===== config.mk =====
export PLATFORM = sky130hd
export DESIGN_NAME = param_address_register
export DESIGN_NICKNAME = d
export VERILOG_FILES = /design/src/rtl/addr_reg_pkg.sv /design/src/rtl/addr_src_mux.sv /design/src/rtl/param_address_register.sv
export SDC_FILE = /design/constraint.sdc
export NUM_CORES = 1
export LEC_CHECK = 0
export CORE_UTILIZATION = 51
export DETAILED_ROUTE_END_ITERATION = 8
export GPL_ROUTABILITY_DRIVEN = 0
export PLACE_DENSITY = 0.88
export SKIP_CTS_REPAIR_TIMING = 1
export SYNTH_ARGS = -nofsm -noshare
export SYNTH_HDL_FRONTEND = slang
export SYNTH_SLANG_ARGS = --single-unit

===== constraint.sdc =====
create_clock -name clk -period 5.2 [get_ports clk]
set_input_delay 1.04 -clock clk [delete_from_list [all_inputs] [get_ports clk]]
set_output_delay 1.04 -clock clk [all_outputs]
set_load 0.005 [all_outputs]

===== src/rtl/addr_reg_pkg.sv =====
// Shared types and constants for the parametrised address register.
// Reset values are single-bit fill patterns replicated across the address width.
package addr_reg_pkg;

    localparam int DEF_DATA_WIDTH = 16;
    localparam int DEF_NUM_SRC    = 2;

    localparam logic ADDR_RST  = 1'b0;
    localparam logic BASE_RST  = 1'b0;
    localparam logic LIMIT_RST = 1'b1;

    typedef enum logic [1:0] {
        OP_HOLD,
        OP_CLR,
        OP_WR,
        OP_INC
    } op_e;

endpackage


===== src/rtl/addr_src_mux.sv =====
// Lowest-index priority selector across the N write sources.
// Also reports whether any source, or more than one source, is writing.
module addr_src_mux
    import addr_reg_pkg::*;
#(
    parameter int DATA_WIDTH = DEF_DATA_WIDTH,
    parameter int NUM_SRC    = DEF_NUM_SRC
) (
    input  logic [NUM_SRC-1:0]            write_en,
    input  logic [NUM_SRC*DATA_WIDTH-1:0] data_in,
    output logic                          any_wr,
    output logic [DATA_WIDTH-1:0]         sel_data,
    output logic                          multi_wr
);

    logic found;
    logic seen;

    // NOTE: every variable written here gets a default first, so no path leaves it unassigned and no latch is inferred.
    always_comb begin
        sel_data = '0;
        found    = 1'b0;
        seen     = 1'b0;
        multi_wr = 1'b0;
        for (int i = 0; i < NUM_SRC; i++) begin
            if (write_en[i] && !found) begin
                sel_data = data_in[i*DATA_WIDTH +: DATA_WIDTH];
                found    = 1'b1;
            end
            multi_wr = multi_wr | (seen & write_en[i]);
            seen     = seen | write_en[i];
        end
    end

    assign any_wr = |write_en;

endmodule


===== src/rtl/param_address_register.sv =====
// Address pointer with N-source load, stride auto-increment and base/limit wrap.
// Define ADDR_REG_COLLISION_DET_EN to build the sticky multi-write collision flag.
module param_address_register
    import addr_reg_pkg::*;
#(
    parameter int DATA_WIDTH = DEF_DATA_WIDTH,
    parameter int NUM_SRC    = DEF_NUM_SRC
) (
    input  logic                          clk,
    input  logic                          rst_n,
    input  logic [NUM_SRC-1:0]            write_en,
    input  logic [NUM_SRC*DATA_WIDTH-1:0] data_in,
    input  logic                          clr_en,
    input  logic                          inc_en,
    input  logic [DATA_WIDTH-1:0]         stride,
    input  logic                          base_we,
    input  logic                          limit_we,
    input  logic [DATA_WIDTH-1:0]         cfg_in,
    output logic [DATA_WIDTH-1:0]         data_out,
    output logic                          at_limit,
    output logic                          wrap_pulse,
    output logic                          collision
);

    logic [DATA_WIDTH-1:0] ptr_q;
    logic [DATA_WIDTH-1:0] base_q;
    logic [DATA_WIDTH-1:0] limit_q;
    logic                  wrap_q;

    logic                  any_wr;
    logic                  multi_wr;
    logic [DATA_WIDTH-1:0] sel_data;
    logic [DATA_WIDTH:0]   sum;
    logic                  overrun;
    op_e                   op;

    addr_src_mux #(
        .DATA_WIDTH (DATA_WIDTH),
        .NUM_SRC    (NUM_SRC)
    ) u_src_mux (
        .write_en (write_en),
        .data_in  (data_in),
        .any_wr   (any_wr),
        .sel_data (sel_data),
        .multi_wr (multi_wr)
    );

    // Extra bit keeps the carry, so an overflowing add always counts as an overrun.
    assign sum     = {1'b0, ptr_q} + {1'b0, stride};
    assign overrun = sum > {1'b0, limit_q};

    always_comb begin
        op = OP_HOLD;
        if (clr_en) begin
            op = OP_CLR;
        end else if (any_wr) begin
            op = OP_WR;
        end else if (inc_en) begin
            op = OP_INC;
        end
    end

    // NOTE: sequential state uses non-blocking assignments so every read sees the pre-edge base/limit.
    always_ff @(posedge clk) begin
        if (!rst_n) begin
            ptr_q   <= {DATA_WIDTH{ADDR_RST}};
            base_q  <= {DATA_WIDTH{BASE_RST}};
            limit_q <= {DATA_WIDTH{LIMIT_RST}};
            wrap_q  <= 1'b0;
        end else begin
            if (base_we) begin
                base_q <= cfg_in;
            end
            if (limit_we) begin
                limit_q <= cfg_in;
            end
            wrap_q <= 1'b0;
            case (op)
                OP_CLR: ptr_q <= base_q;
                OP_WR:  ptr_q <= sel_data;
                OP_INC: begin
                    if (overrun) begin
                        ptr_q  <= base_q;
                        wrap_q <= 1'b1;
                    end else begin
                        ptr_q <= sum[DATA_WIDTH-1:0];
                    end
                end
                default: ptr_q <= ptr_q;
            endcase
        end
    end

    assign data_out   = ptr_q;
    assign at_limit   = (ptr_q == limit_q);
    assign wrap_pulse = wrap_q;

`ifdef ADDR_REG_COLLISION_DET_EN
    logic collision_q;

    always_ff @(posedge clk) begin
        if (!rst_n) begin
            collision_q <= 1'b0;
        end else if (multi_wr) begin
            collision_q <= 1'b1;
        end
    end

    assign collision = collision_q;
`else
    logic unused_multi_wr;

    assign unused_multi_wr = multi_wr;
    assign collision       = 1'b0;
`endif

endmodule


==> impl_metrics.csv <==
group,metric,value,unit
yosys,synthArstFlopShare,0,%
route,remaining_drc_errors,0,
yosys,synth_nets,579,
clock_tree,clock_path_buffers,2,
route,wire_per_inst,17.7,µm
flow_run,cap_violations,0,
timing,finalCriticalPeriod,4.94,ns
yosys,ys_ff_latch,49,
yosys,synth_area_leaders,"dfxtp_1 26%, ha_1 11%, o211ai_1 5.9%",
timing,fin_crit_sh,95.0,%
floorplan,start_util,52.5,%
timing,fmax,202,MHz
final_layout,syn_to_final_growth,27.6,%
setup_path,startpoint,"stride[0]",
floorplan,dieArea,0.00782,mm²
yosys,synth-warning-count,0,
yosys,avgSynthCellArea,8.04,µm²
pwr,power_frac_comb,36.2,%
yosys,netlist_area,0.00381,mm²
yosys,ys.flop_type,"dfxtp_1",
global_routing,overflow,0,
setup_path,path_class,"primary input to flip-flop",
timing,worst_pin_slew,1.14,ns
setup_path,crit_fanout,7,
pwr,p_seq_share,38.0,%
status,status,"completed",
final_layout,fin_nets,655,
yosys,synth-edff-count,0,
global_routing,grt_pass1_vias,3794,
final_layout,utilization,67.0,%
timing,fin_skew,0.00919,ns
pwr,finalPower,1.13,mW
place,place.detailed.hpwl,8830,µm
pwr,p_switching,378,µW
pwr,p_leak,1.99,nW
yosys,synth_top_area_share,25.8,%
route,avgViaCountPerCell,6.06,
yosys,synth_cell_types,54,
yosys,synth_commonest_cells,"52 x nand2_1, 49 x dfxtp_1, 38 x a21oi_1",
global_routing,grt_max_degree,35,
pwr,p_sw_share,33.5,%
setup_path,start_kind,"primary input",
clock_tree,path_clk_slew,0.09,ns
hold_path,hold_class,"flip-flop to flip-flop",
global_routing,grt_pass1_wl,18100,µm
clock_tree,cts_tree,"yes",
route,ant_nets,0,
clock_tree,insertion_delay,0.32,ns
timing,report.final.setup_viol,0,
setup_path,slowest_delay,0.46,ns
timing,relSlewSlack,23.8,%
pwr,power_density,232,mW/mm²
route,drt-pass1-iter-count,5,
route,totalWireLength,11500,µm
setup_path,crit_arrival,5.15,ns
timing,slew_violations,0,
route,drt_iter0_drc,396,
floorplan,design.portCount,91,
global_routing,antenna_found_initial,0,
timing,hold_viol,0,
final_layout,drive_gt1_share,5.26,%
clock_tree,root_buffer,"clkbuf_8",
setup_path,cp_slowest_cell,"clkdlybuf4s50_1",
final_layout,diodes,0,
place,io_buffers,89,
floorplan,die_x,88.4,µm
floorplan,die_y,88.4,µm
yosys,netlist_instances,474,
yosys,synth.most_common_cell,"nand2_1",
timing,finalHoldWorstSlack,0.509,ns
floorplan,rows,31,
pwr,p_int,751,µW
pwr,pwr-share-clk,25.8,%
floorplan,coreArea,0.00725,mm²
setup_path,path_cells,"clkdlybuf4s50_1 -> ha_1 -> inv_1 -> fa_1 -> and2b_1 -> o2111ai_2 -> a21oi_2 -> o2111ai_2 -> a211oi_1 -> xor2_1 -> ha_1 -> nand4_1 -> nor3_1 -> a211oi_1 -> a31oi_1 -> buf_4 -> nor4_1 -> a311o_1",
hold_path,hold_start,"base_q[9]$_SDFFE_PN0P_",
setup_path,timing.rr.start,"data_out[0]$_SDFFE_PN0P_",
yosys,synth_seq_area_share,25.8,%
clock_tree,clock-sinks,49,
clock_tree,cts-buffers-inserted,5,
yosys,synth_largest_area_cell,"dfxtp_1",
clock_tree,htree_num_levels,2,
route,vias,3941,
setup_path,crit_path_end_kind,"flip-flop",
timing,rsz0062_at_grt,"no",
pwr,vdd_drop_max,0.164,mV
setup_path,critPathRequiredTime,5.41,ns
global_routing,grt_use_total,30.8,%
-- logic make-up (layout without fill, tap and decap cells) --
logic type	count (synthesis)	count (layout)	share of synthesized area, %
compound gates	137	137	25.1
flops	49	49	25.8
buf+inv	51	128	5.98
other cells	1	1	0.0985
simple gates	158	158	21.1
fa+ha+maj	33	33	11.0
mux	17	17	4.47
xor+xnor	28	28	6.44
-- power by group through the flow --
stage / clock network [mW] / registers [mW] / logic, mW
floorplan: 0 / 0.427 / 0.245
global placement: 0 / 0.436 / 0.374
detailed placement: 0 / 0.436 / 0.389
CTS: 0.287 / 0.427 / 0.392
global route: 0.306 / 0.430 / 0.445
finish: 0.291 / 0.429 / 0.409
-- worst max-delay path, delay by kind of cell --
kind                     cells  cell delay (ns)
AO/OA/AOI/OAI                7             1.65
XOR/XNOR                     1             0.15
adder cells (fa/ha/maj)      3             0.88
buffers and inverters        3             0.73
AND/OR/NAND/NOR              4             0.69
-- cells in the final DEF, fill, tap and decap left out, drive strengths merged, types with 2 or more instances in the layout --
cell type / Yosys / final
inv: 23 / 23
nand2: 53 / 53
o21bai: 2 / 2
a31oi: 3 / 3
a211o: 2 / 2
and2: 5 / 5
dfxtp: 49 / 49
clkbuf: 18 / 7
and3: 3 / 3
buf: 9 / 8
mux2i: 17 / 17
nand2b: 2 / 2
o2111ai: 2 / 2
nor3b: 12 / 12
xor2: 6 / 6
o31ai: 2 / 2
o21ai: 17 / 17
a22oi: 6 / 6
nor3: 10 / 10
ha: 32 / 32
a211oi: 5 / 5
nand3: 4 / 4
nand4: 8 / 8
o211ai: 30 / 30
nor2b: 26 / 26
nor4: 3 / 3
clkdlybuf4s50: 0 / 89
o21a: 2 / 2
xnor2: 22 / 22
a311oi: 3 / 3
a311o: 7 / 7
a221oi: 6 / 6
nor2: 27 / 27
a21oi: 39 / 39
and2b: 2 / 2
a21o: 8 / 8
-- stage by stage --
stage	setup slack [ns]	cells	instance area [µm²]	TNS [ns]
5_1_grt	0.0706	650	4860	0
3_3_place_gp	0.126	639	4720	0
4_1_cts	0.248	647	4840	0
2_1_floorplan	0.847	474	3810	0
3_5_place_dp	-0.0454	639	4720	-0.109
6_report	0.262	650	4860	0
-- registers in the layout (all words and copies together), names as in the netlist --
register / count
wrap_pulse: 1
data_out: 16
base_q: 16
limit_q: 16
-- layer usage --
layer	GRT usage [%]	wire, µm
met5	0	0
met4	9.53	214
met3	5.41	1110
met2	51.1	5420
met1	40.7	4760
-- path summary, 6_finish.rpt --
kind	cells past startpoint	end	slack, ns
setup / recovery	18	data_out[0]$_SDFFE_PN0P_	0.26
hold reg to reg	2	data_out[9]$_SDFFE_PN0P_	0.51
hold / removal	2	data_out[9]$_SDFFE_PN0P_	0.51
setup reg to reg	17	data_out[0]$_SDFFE_PN0P_	0.89
-- final cells by class --
type | instances | area [µm²]
Clock buffer | 7 | 86.3
Fill cell | 622 | 2390
Clock inverter | 1 | 30.0
Multi-Input combinational cell | 374 | 2600
Sequential cell | 49 | 981
Tap cell | 99 | 124
Timing Repair Buffer | 97 | 951
Inverter | 23 | 86.3
(Power assumes the default switching activity.)
